===== config.mk =====
export PLATFORM = sky130hd
export DESIGN_NAME = alu_arbiter
export DESIGN_NICKNAME = d
export VERILOG_FILES = /design/src/rtl/alu_arbiter.sv
export SDC_FILE = /design/constraint.sdc
export NUM_CORES = 1
export LEC_CHECK = 0
export ABC_AREA = 1
export ABC_CLOCK_PERIOD_IN_PS = 7500
export CAP_MARGIN = 10
export CELL_PAD_IN_SITES_DETAIL_PLACEMENT = 0
export CELL_PAD_IN_SITES_GLOBAL_PLACEMENT = 1
export CORE_MARGIN = 10
export CORE_UTILIZATION = 31
export CTS_CLUSTER_SIZE = 40
export DETAILED_ROUTE_END_ITERATION = 8
export PLACE_DENSITY = 0.9
export SYNTH_ARGS = -nofsm -noshare
export SYNTH_HDL_FRONTEND = slang
export SYNTH_SLANG_ARGS = --single-unit

===== constraint.sdc =====
create_clock -name clk -period 7.5 [get_ports clk]
set_input_delay 1.125 -clock clk [delete_from_list [all_inputs] [get_ports clk]]
set_output_delay 1.125 -clock clk [all_outputs]
set_load 0.05 [all_outputs]

===== src/rtl/alu_arbiter.sv =====
// Round-robin arbiter that shares one 2-bit ALU among NUM_REQ requesters and returns a registered, id-tagged 4-bit result.
// Optional macro ALU_ARB_BYPASS_EN lets a new op be accepted in the same cycle the held result is consumed.

module alu_arbiter_alu (
    input  logic [1:0] i_a,
    input  logic [1:0] i_b,
    input  logic [1:0] i_sel,
    output logic [3:0] o_res
);
    always_comb begin
        case (i_sel)
            2'b11:   o_res = {2'b00, i_a} * {2'b00, i_b};
            2'b10:   o_res = {2'b00, i_a} + {2'b00, i_b};
            2'b01:   o_res = {2'b00, ~(i_a & i_b)};
            default: o_res = {2'b00, ~i_a};
        endcase
    end
endmodule

module alu_arbiter #(
    parameter int NUM_REQ = 4,
    parameter int ID_W    = 2
) (
    input  logic                 clk,
    input  logic                 rst_n,
    input  logic [NUM_REQ-1:0]   req_valid,
    output logic [NUM_REQ-1:0]   req_ready,
    input  logic [2*NUM_REQ-1:0] req_a,
    input  logic [2*NUM_REQ-1:0] req_b,
    input  logic [2*NUM_REQ-1:0] req_select,
    output logic                 rsp_valid,
    input  logic                 rsp_ready,
    output logic [3:0]           rsp_data,
    output logic [ID_W-1:0]      rsp_id
);
    localparam logic [ID_W:0]   NREQ = (ID_W+1)'(NUM_REQ);
    localparam logic [ID_W-1:0] LAST = ID_W'(NUM_REQ-1);

    typedef enum logic {IDLE, RESP} state_t;

    typedef struct packed {
        logic [3:0]      data;
        logic [ID_W-1:0] id;
    } rsp_t;

    state_t          r_state;
    rsp_t            r_rsp;
    logic            r_rsp_valid;
    logic [ID_W-1:0] r_rr_ptr;

    logic                    w_accept_en;
    logic                    w_found;
    logic                    w_xfer;
    logic [ID_W-1:0]         w_win;
    logic [ID_W-1:0]         w_ptr_nxt;
    logic [ID_W:0]           w_idx;
    logic [NUM_REQ-1:0][1:0] w_a;
    logic [NUM_REQ-1:0][1:0] w_b;
    logic [NUM_REQ-1:0][1:0] w_sel;
    logic [1:0]              w_op_a;
    logic [1:0]              w_op_b;
    logic [1:0]              w_op_sel;
    logic [3:0]              w_alu_res;

    assign w_a   = req_a;
    assign w_b   = req_b;
    assign w_sel = req_select;

`ifdef ALU_ARB_BYPASS_EN
    // Consuming the held result frees the output register for a same-cycle accept.
    assign w_accept_en = rst_n && ((r_state == IDLE) || rsp_ready);
`else
    assign w_accept_en = rst_n && (r_state == IDLE);
`endif

    // Walk indices from r_rr_ptr upward with wrap; first valid requester wins.
    always_comb begin
        w_found = 1'b0;
        w_win   = '0;
        w_idx   = '0;
        for (int off = 0; off < NUM_REQ; off++) begin
            w_idx = {1'b0, r_rr_ptr} + (ID_W+1)'(off);
            if (w_idx >= NREQ)
                w_idx = w_idx - NREQ;
            for (int i = 0; i < NUM_REQ; i++) begin
                if (!w_found && req_valid[i] && (w_idx == (ID_W+1)'(i))) begin
                    w_found = 1'b1;
                    w_win   = ID_W'(i);
                end
            end
        end
    end

    for (genvar g = 0; g < NUM_REQ; g++) begin : g_ready
        assign req_ready[g] = w_accept_en && w_found && (w_win == ID_W'(g));
    end

    always_comb begin
        w_op_a   = '0;
        w_op_b   = '0;
        w_op_sel = '0;
        for (int i = 0; i < NUM_REQ; i++) begin
            if (w_win == ID_W'(i)) begin
                w_op_a   = w_a[i];
                w_op_b   = w_b[i];
                w_op_sel = w_sel[i];
            end
        end
    end

    alu_arbiter_alu u_alu (
        .i_a   (w_op_a),
        .i_b   (w_op_b),
        .i_sel (w_op_sel),
        .o_res (w_alu_res)
    );

    assign w_xfer    = w_accept_en && w_found;
    assign w_ptr_nxt = (w_win == LAST) ? '0 : w_win + ID_W'(1);

    always_ff @(posedge clk) begin
        if (!rst_n) begin
            r_state     <= IDLE;
            r_rsp_valid <= 1'b0;
            r_rsp       <= '0;
            r_rr_ptr    <= '0;
        end else if (w_xfer) begin
            r_state     <= RESP;
            r_rsp_valid <= 1'b1;
            r_rsp.data  <= w_alu_res;
            r_rsp.id    <= w_win;
            r_rr_ptr    <= w_ptr_nxt;
        end else if ((r_state == RESP) && rsp_ready) begin
            r_state     <= IDLE;
            r_rsp_valid <= 1'b0;
        end
    end

    assign rsp_valid = r_rsp_valid;
    assign rsp_data  = r_rsp.data;
    assign rsp_id    = r_rsp.id;
endmodule


==> flow_metrics.py <==
metrics = {
    "synthesis": {
        "yosys_warnings": 0,
        "synth_seq_cells": 9,
        "synth-edff-count": 0,
        "yosys_most_used_dff": "dfxtp_1",
        "syn_area_um2": 1090,
        "synth_fp_nets": 230,
        "async_flop_share_pct": 0,
        "synth.area.top_cells": "dfxtp_1, nor2_1, nand2_1, nand3_1, ha_1",
        "syn_inst": 190,
        "synth_top_area_share_pct": 16.5,
        "ys_seq_area_share_pct": 16.5,
        "synth.distinct_cells": 25,
        "syn_area_per_cell_um2": 5.76,
        "yosysTopAreaCell": "dfxtp_1",
    },
    "power_and_ir_drop": {
        "p_leak_nw": 0.739,
        "p_int_mw": 0.312,
        "clockPowerShare_pct": 4.7,
        "p_switching_mw": 0.436,
        "power.total_mw": 0.747,
        "irDropWorstVdd_uv": 174,
        "seq_power_share_pct": 9.9,
        "powerDensity_nw_per_um2": 476,
        "sw_frac_of_total_pct": 58.3,
        "combPwrFrac_pct": 85.4,
    },
    "critical_path": {
        "crit_type": "in2out",
        "cpPeakStageDelay_ps": 810,
        "worstPathArrival_ps": 4330,
        "path_delay_family": "buffers and inverters",
        "cp-start-kind": "input pin",
        "cp_max_fo": 8,
        "required_ps": 6380,
        "end_kind": "output pin",
        "path_cells": "clkdlybuf4s50_1, nand3_1, nand2_1, nor2_2, nand4_2, nor2_1, nand4_2, nor3_4, nand4_1, nand2_1, ha_1, inv_2, nor2_1, clkdlybuf4s50_1",
        "r2r_cells": 25,
        "cp.depth": 14,
        "crit_slowest_cell": "clkdlybuf4s50_1",
        "path_buf_inv": 3,
    },
    "sta": {
        "hold_viol": 0,
        "min_period_ps": 5460,
        "timing.hold.ws_ps": 472,
        "tightest_slew_ps": 504,
        "rsz0062_at_grt": "no",
        "final_max_slew_viol_count": 0,
        "slew_headroom_pct": 66.3,
        "setup_viol": 0,
        "finalClockSkew_ps": 4.26,
        "fin_setup_tns_ps": 0,
        "min_period_over_period_pct": 72.8,
        "fmax_mhz": 183,
    },
    "cells_and_area": {
        "drive_above_1_share_pct": 7.76,
        "finalInstanceArea_um2": 1570,
        "fill_cells": 377,
        "ff_latch_area_um2": 180,
        "final_cell_mix": "nor2_1, clkdlybuf4s50_1, nand2_1",
        "nets": 273,
        "antennaDiodeCount": 0,
        "syn_to_final_growth_pct": 43.3,
        "multiInputGateArea_um2": 778,
        "finalNonFillerCells": 278,
    },
    "place": {
        "dp_hpwl_um": 2750,
        "portBuffers": 41,
        "place_inst": 274,
        "place_area_um2": 1540,
        "gp_congestion": 0.873,
    },
    "clock_tree": {
        "cts-root-buf": "clkbuf_4",
        "postCtsResizedCells": 0,
        "cts_hold_buf": 0,
        "numCtsBuffers": 3,
        "cts_sinks": 9,
        "clockBufferDepth": 2,
        "post_cts_buffers": 0,
        "clock_latency_ps": 250,
        "path_clk_slew_ps": 60,
        "cts_tree": "yes",
        "h-tree-depth": 1,
    },
    "floorplan": {
        "ioPinCount": 42,
        "dieArea_um2": 6310,
        "coreArea_um2": 3360,
        "die_w_um": 79.4,
        "start_util_pct": 32.6,
        "die_height_um": 79.4,
        "std_cell_rows": 21,
    },
    "global_route": {
        "grt_max_degree": 17,
        "antenna_found_initial": 0,
        "grt_pass1_vias": 1247,
        "grtUsageTotal_pct": 10.6,
        "grt_overflow": 0,
        "grt_pass1_wl_um": 5620,
    },
    "detailed_routing": {
        "drt_first_pass_iters": 4,
        "routed_via_density": 4.62,
        "dr_wl_met2_um": 1430,
        "via_count": 1283,
        "wl_um": 3260,
        "wl_met1_um": 1670,
        "top_layer_used": "met4",
        "wl_met3_um": 144,
        "wl_per_cell_um": 11.7,
        "antenna_left": 0,
        "drc": 0,
        "drtIter0Drc": 47,
    },
    "worst_hold_path": {
        "hold_class": "reg2reg",
        "whs_path_depth": 2,
    },
    "status": {
        "status": "finished clean",
    },
    "run": {
        "max_cap_violations": 0,
    },
}
[cells by family after synthesis]
logic type,Yosys count,share of synthesized area (%)
buffers and inverters,34,12.5
adder cells (fa/ha/maj),9,11.0
AND/OR/NAND/NOR,114,47.7
flip-flops,9,16.5
AO/OA/AOI/OAI,24,12.5
[synth_stat cells, types with 3 or more instances]
master,number
inv_1,21
a22oi_1,3
ha_1,8
nand3_1,21
nand2_1,40
inv_2,9
a21oi_1,10
o21ai_0,4
o21ai_1,4
dfxtp_1,9
nor2_1,41
nor3_1,4
[worst reg2reg max path: cells and delay by family, from the launching register on]
| kind | cells | cell delay (ps) |
|---|---|---|
| and+or+nand+nor | 14 | 1570 |
| adders and majority gates | 3 | 940 |
| AOI/OAI and AO/OA | 4 | 560 |
| DFF | 1 | 440 |
| buffers and inverters | 4 | 370 |
[per-layer routing]
layer,vias up,track usage [%]
met5,-,0
met4,0,3.23
met3,2,1.69
met2,38,17.2
met1,542,13.8
li1,701,-
[registers in the layout, indices dropped and copies added, names as in the netlist]
| name | flops |
|---|---|
| rsp_data | 4 |
| rsp_id | 2 |
| rsp_valid | 1 |
| r_rr_ptr | 2 |
[path summary, 6_finish.rpt]
kind	start	endpoint	slack (ps)
worst max-delay path	req_valid[1]	req_ready[3]	2040
worst min-delay path	rsp_valid	rsp_valid	470
worst max register to register	r_rr_ptr[0]	rsp_data[1]	3530
worst min register to register	rsp_valid	rsp_valid	470
[metrics by stage]
step           utilization (%)  setup WS, ps
2_1_floorplan                -          3090
3_3_place_gp              45.9          2050
3_5_place_dp              45.9          2010
4_1_cts                   46.7          2020
5_1_grt                   46.7          1730
6_report                  46.7          2040
[power groups by stage]
stage / clock network, mW / registers [mW] / logic (mW)
floorplan: 0 / 0.102 / 0.464
global placement: 0 / 0.0754 / 0.650
detailed placement: 0 / 0.0754 / 0.643
CTS: 0.0378 / 0.0744 / 0.646
global route: 0.0405 / 0.0761 / 0.736
finish: 0.0354 / 0.0740 / 0.638
[area by class of cell]
class	instances	area share [%]
clock buffers	4	1.67
well taps	46	3.67
repair buffers	41	26.2
flip-flops and latches	9	11.5
multi-input cells	147	49.6
inverters	31	7.42
Note: power is estimated with default switching activity, not from simulation.
